[src/rtl/npc_branch_ext_unit_pkg.sv]
// npc_branch_ext_unit_pkg: shared opcode/REGIMM constants and width defaults for the next-PC helper.
package npc_branch_ext_unit_pkg;
  localparam int AW_DEF = 30;
  localparam int IW_DEF = 16;
  localparam logic [5:0] OP_REGIMM = 6'b000001;
  localparam logic [5:0] OP_BEQ    = 6'b000100;
  localparam logic [5:0] OP_BNE    = 6'b000101;
  localparam logic [5:0] OP_BLEZ   = 6'b000110;
  localparam logic [5:0] OP_BGTZ   = 6'b000111;
  localparam logic [4:0] RT_BLTZ   = 5'b00000;
  localparam logic [4:0] RT_BGEZ   = 5'b00001;
  localparam logic [4:0] RT_BLTZAL = 5'b10000;
  localparam logic [4:0] RT_BGEZAL = 5'b10001;
endpackage

[src/rtl/npc_branch_ext_unit_offset_ext.sv]
// npc_offset_ext: sign- or zero-extends an IW-bit immediate to OW bits.
module npc_offset_ext #(
  parameter int IW = 16,
  parameter int OW = 30
) (
  input  logic          ext_op,
  input  logic [IW-1:0] imm,
  output logic [OW-1:0] ext_out
);
  assign ext_out = {{(OW-IW){ext_op & imm[IW-1]}}, imm};
endmodule

[src/rtl/npc_branch_ext_unit.sv]
// npc_branch_ext_unit: branch decision, offset extension and word-addressed branch target with registered copies.
module npc_branch_ext_unit
  import npc_branch_ext_unit_pkg::*;
#(
  parameter int AW = AW_DEF,
  parameter int IW = IW_DEF
) (
  input  logic          clk,
  input  logic          rst,
  input  logic          Branch,
  input  logic          Zero,
  input  logic          Sign,
  input  logic          OverFlow,
  input  logic [5:0]    OP,
  input  logic [4:0]    BranchFlag,
  input  logic          ExtOp,
  input  logic [IW-1:0] Imm16,
  input  logic [AW-1:0] PC_Addr,
  output logic          BranchCtr,
  output logic          Link,
  output logic [AW-1:0] Ext_Out,
  output logic [AW-1:0] B_Addr,
  output logic          BranchCtr_q,
  output logic [AW-1:0] B_Addr_q
);
  logic lt, eq, taken, link_dec;
  assign lt = Sign ^ OverFlow;
  assign eq = Zero;
  always_comb begin
    taken    = 1'b0;
    link_dec = 1'b0;
    case (OP)
      OP_BEQ:  taken = eq;
      OP_BNE:  taken = !eq;
      OP_BLEZ: taken = eq | lt;
      OP_BGTZ: taken = !eq & !lt;
      OP_REGIMM:
        case (BranchFlag)
          RT_BLTZ:   taken = lt;
          RT_BGEZ:   taken = !lt;
          RT_BLTZAL: begin taken = lt;  link_dec = 1'b1; end
          RT_BGEZAL: begin taken = !lt; link_dec = 1'b1; end
          default:   taken = 1'b0;
        endcase
      default: taken = 1'b0;
    endcase
  end
  assign BranchCtr = Branch & taken;
  assign Link      = Branch & link_dec;
  npc_offset_ext #(.IW(IW), .OW(AW)) u_ext (
    .ext_op (ExtOp),
    .imm    (Imm16),
    .ext_out(Ext_Out)
  );
  assign B_Addr = PC_Addr + Ext_Out;
  always_ff @(posedge clk or posedge rst) begin
    if (rst) begin
      BranchCtr_q <= 1'b0;
      B_Addr_q    <= '0;
    end else begin
      BranchCtr_q <= BranchCtr;
      B_Addr_q    <= B_Addr;
    end
  end
endmodule

[config.mk]
export PLATFORM = sky130hd
export DESIGN_NAME = npc_branch_ext_unit
export DESIGN_NICKNAME = d
export VERILOG_FILES = /design/src/rtl/npc_branch_ext_unit_pkg.sv /design/src/rtl/npc_branch_ext_unit_offset_ext.sv /design/src/rtl/npc_branch_ext_unit.sv
export SDC_FILE = /design/constraint.sdc
export NUM_CORES = 1
export LEC_CHECK = 0
export BUFFER_PORTS_ARGS = -buffer_cell sky130_fd_sc_hd__buf_2
export CAP_MARGIN = 5
export CORE_ASPECT_RATIO = 0.6
export CORE_MARGIN = 3
export CORE_UTILIZATION = 49
export CTS_CLUSTER_DIAMETER = 80
export DETAILED_ROUTE_END_ITERATION = 16
export GPL_TIMING_DRIVEN = 0
export PLACE_DENSITY = 0.87
export SKIP_CTS_REPAIR_TIMING = 1
export SYNTH_ARGS = -nofsm -noshare
export SYNTH_HDL_FRONTEND = slang
export SYNTH_HIERARCHICAL = 1
export SYNTH_SLANG_ARGS = --single-unit
[constraint.sdc]
create_clock -name clk -period 4.75 [get_ports clk]
set_input_delay 0.475 -clock clk [delete_from_list [all_inputs] [get_ports clk]]
set_output_delay 0.475 -clock clk [all_outputs]
set_load 0.03 [all_outputs]
==> Yosys cells after proc, flatten, opt, wreduce, memory -nomap -nowiden <==
Cells that the tools add are included.
{ "word_totals": {"latchBits": 0, "output_inout_bits": 93, "register_bits": 31, "romBits": 0, "inputBits": 64, "ramBits": 0, "elab_cells": 27, "mem_count": 0} }
{ "op_classes": {"n_div": 0, "order_cmp": 0, "mul": 0, "reduce_logical": 6, "n_shift": 0, "addsub": 1, "bitwise": 6, "muxes": 4, "eq_ne": 8} }
{ "ops": {"columns": ["op", "n"], "rows": [
  ["$add 30x30->30", 1],
  ["$eq 6x3->1 const B", 4],
  ["$eq 5x5->1 const B", 2],
  ["$eq 6x1->1 const B", 1],
  ["$reduce_or 2->1", 3],
  ["$eq 5x1->1 const B", 1],
  ["$logic_not 5->1", 1],
  ["$pmux 1 s5", 1],
  ["$and 1x1->1", 4],
  ["$logic_not 1->1", 2],
  ["$mux 1", 2],
  ["$pmux 1 s2", 1],
  ["$or 1x1->1", 1],
  ["$xor 1x1->1", 1]
]} }

==> Longest topological paths before layout <==
{ "logic_depth": {"depth_word": 5, "depth_mapped": 11, "ltp_nobuf": 10} }

==> Cells and area by module <==
Netlist, hierarchy kept.
{ "modules_own_cells": {"columns": ["module", "cells_each", "seq_area_each_um2", "area_each_um2", "n_inst"], "rows": [
  ["npc_branch_ext_unit", 297, 775.7, 2677.6, 1],
  ["npc_offset_ext", 30, 0.0, 224.0, 1]
]} }

==> Worst setup path after synthesis <==
OpenSTA, ideal clock, no wires.
{ "synth_timing": {"kind": "input port to output port", "start": "input ExtOp", "end": "output B_Addr[29]", "t_required_ns": 4.275, "arrival_ns": 3.248, "path_stages": 10, "setup_slack_ns": 1.027, "n_path_buf": 2, "path_cell_list": "and2_1 buf_4 ha_1 buf_2 a21oi_1 o21a_1 o21ai_0 a221o_1 nor2b_1 a2111oi_2"} }
{ "synth_between": {"elab_chain_len": 2} }
{ "synth_lines": {"columns": ["item", "line", "rtl"], "rows": [
  ["start: declaration", "npc_branch_ext_unit.sv:16", "input logic ExtOp,"],
  ["$and 1x1->1", "npc_branch_ext_unit_offset_ext.sv:10", "assign ext_out = {{(OW-IW){ext_op & imm[IW-1]}}, imm};"],
  ["named net Ext_Out[22]", "npc_branch_ext_unit.sv:21", "output logic [AW-1:0] Ext_Out,"],
  ["$add 30x30->30", "npc_branch_ext_unit.sv:55", "assign B_Addr = PC_Addr + Ext_Out;"],
  ["end: declaration", "npc_branch_ext_unit.sv:22", "output logic [AW-1:0] B_Addr,"]
]} }
The timed path passes the listed nets, and every way through them passes these cells.

==> Final worst setup path <==
{ "layout_timing": {"start": "input Imm16[15]", "end": "output B_Addr[29]"} }
{ "layout_between": {"elab_chain_len": 2} }
{ "layout_lines": {"columns": ["item", "line", "rtl"], "rows": [
  ["start: declaration", "npc_branch_ext_unit.sv:17", "input logic [IW-1:0] Imm16,"],
  ["$and 1x1->1", "npc_branch_ext_unit_offset_ext.sv:10", null],
  ["$add 30x30->30 *", "npc_branch_ext_unit.sv:55", null]
]} }
Mark *: on every way between the ends. The rest lies on a longest branch, timed or not.

==> metrics <==
status=finished, final reports clean; critical path fanouts, max=15; hold path depth=2; family with the most delay on the worst path=compound AO/OA/AOI/OAI gates; Seq pwr share=26.1%; max_slew headroom=26.8%; DRC viols=0; largest net degree at the start of global routing=32; area occupied by multi-input gates=0.00182 mm2; port bufs=141; Leak=2.01 nW; Min-Delay Path Class=in2reg; fmax=270 MHz; row cnt=21; crit path buf inv count=3; setup TNS=0 ns; WP data arrival=3.23 ns; most used cell, CP=buf_2; routed wire length=8.73 mm; final setup violation count=0; DR iter-0 viols=213; critical path cell sequence=buf_2 -> and2_1 -> buf_4 -> ha_1 -> a21oi_1 -> o21a_1 -> o21ai_0 -> a221o_1 -> or3_1 -> mux2i_1 -> a2111oi_2 -> buf_2; critical path depth in cells=12; Die Y=65.6 um; total global-route track usage=25.3%; cell count after synthesis=327; post-synth top area share=26.7%; fin crit period=3.70 ns; DP Wirelength=7.41 mm; Async SR Flop Fraction=100%; FF/Latch Area=776 um2; initial antenna violation count=0; Max H-tree Level=2; Final Hold Slack=0.434 ns; CTS Buf Count=5; CP Launch Type=input port; Syn-to-layout area delta=31.3%; Synth area leaders=dfrtp_1, ha_1, buf_4; Vias=3053; Avg WL per Cell=15.7 um; final instance area=0.00381 mm2; global-route wire length before repair=14.0 mm; Max-cap violations=0; clk buf depth=2; share of layout cells above drive strength 1=42.2%; CTS Sinks=31; combinational power share=55.7%; CTS Root Cell=clkbuf_8; Final Hold Fails=0; worst vdd ir=0.000172 V; Worst Max-Slew Pin Slew=1.10 ns; initial core utilization=51.4%; crit-path max cell delay=0.47 ns; top_reg_cell synth=dfrtp_1; ANT cells=0; Post-Route Utilization=67.5%; Worst Setup End Kind=output port; Cell Int Power=0.662 mW; Post-Syn Area=0.00290 mm2; First-pass DRT Iterations=5; flops & latches, synth=31; switching power=0.590 mW; sequential share of the synthesized area=26.7%; clock tree from TritonCTS=yes; synthesis warning total=6; most common cell in the synthesized netlist=dfrtp_1; largest area contributor in the netlist=dfrtp_1; die area=0.00691 mm2; switch share=47.1%; RSZ-0062 raised after global routing=false; Tcrit/Tclk final=77.9%; area post-placement=0.00371 mm2; clk slew on worst S/H paths=0.06 ns; DR vias/cell=5.49; number of fill cells=484; number of synthesized flops with an enable pin=0; Core Region=0.00565 mm2; total power=1.25 mW; synth unique cells=59; Critical Setup Path Class=in2out; Syn Area/Cell=8.87 um2; Nets=569; Max Slew Vio Count=0; total grt overflow=0; vias in the first global route=2805; Clock Power Share=18.2%; Slowest-stage cell, CP=and2_1; net count after synthesis=421; power per cell area=328 mW/mm2; Commonest cells post-synth=dfrtp_1, a21oi_1, buf_4, ha_1, nor2_1; Die W=105 um; IO Pins=157; Worst Path Required=4.28 ns; Post-DRT Antenna Nets=0; GP Congestion=0.918
cell type report:
cell class,count,area share (%)
multi-input cells,248,47.8
flip-flops and latches,31,20.4
repair buffers,141,18.5
plain buffers,39,7.06
well taps,80,2.63
clock buffers,7,2.53
inverters,9,0.886
clock inverters,1,0.197
power groups by stage:
stage / sequential, mW / combinational [mW] / clock, mW
2_1_floorplan: 0.440 / 0.384 / 0
3_3_place_gp: 0.329 / 0.681 / 0
3_5_place_dp: 0.332 / 0.692 / 0
4_1_cts: 0.328 / 0.695 / 0.232
5_1_grt: 0.333 / 0.744 / 0.246
6_report: 0.327 / 0.697 / 0.227
kinds of logic after synthesis:
logic type | share of synthesized area [%]
buffers and inverters | 10.4
and+or+nand+nor | 15.8
muxes | 0.690
xor gates and xnor gates | 7.85
adders and majority gates | 13.2
AOI/OAI and AO/OA | 25.3
DFF | 26.7
cell usage in the layout, fill, tap and decap left out, drive strengths merged, types with 6 or more instances in the layout:
| master | synthesis | routed |
|---|---|---|
| and4 | 6 | 6 |
| nand2 | 22 | 22 |
| a21oi | 32 | 32 |
| buf | 35 | 176 |
| inv | 9 | 9 |
| xor2 | 6 | 6 |
| xnor2 | 20 | 20 |
| clkbuf | 4 | 11 |
| ha | 29 | 29 |
| nor2 | 25 | 25 |
| a21o | 19 | 19 |
| dfrtp | 31 | 31 |
| nand4 | 9 | 9 |
| o21ai | 15 | 15 |
state kept, by name (all words and copies together), names as in the netlist:
name         count
B_Addr_q        30
BranchCtr_q      1
metal layers:
metal  wire [um]  vias up  global-route usage [%]  part of all wire [%]
met5           0        -                       0                     0
met4         121        0                    6.22                   1.4
met3         734       14                    4.42                   8.4
met2        3740      170                    39.7                    43
met1        4140     1407                    36.3                    47
li1            -     1462                       -                     -
final timing paths:
kind	startpoint	to	slack (ns)
max	Imm16[15]	B_Addr[29]	1.05
min	Imm16[0]	B_Addr_q[0]	0.43
max in group asynchronous	rst	B_Addr_q[12]	3.62
min in group asynchronous	rst	B_Addr_q[23]	0.46
metrics by stage:
step | instances | setup slack [ns]
3_3_place_gp | 548 | 1.12
2_1_floorplan | 327 | 1.03
6_report | 556 | 1.05
5_1_grt | 556 | 0.766
3_5_place_dp | 548 | 1.07
4_1_cts | 556 | 1.06
Note: power is estimated with default switching activity, not from simulation.
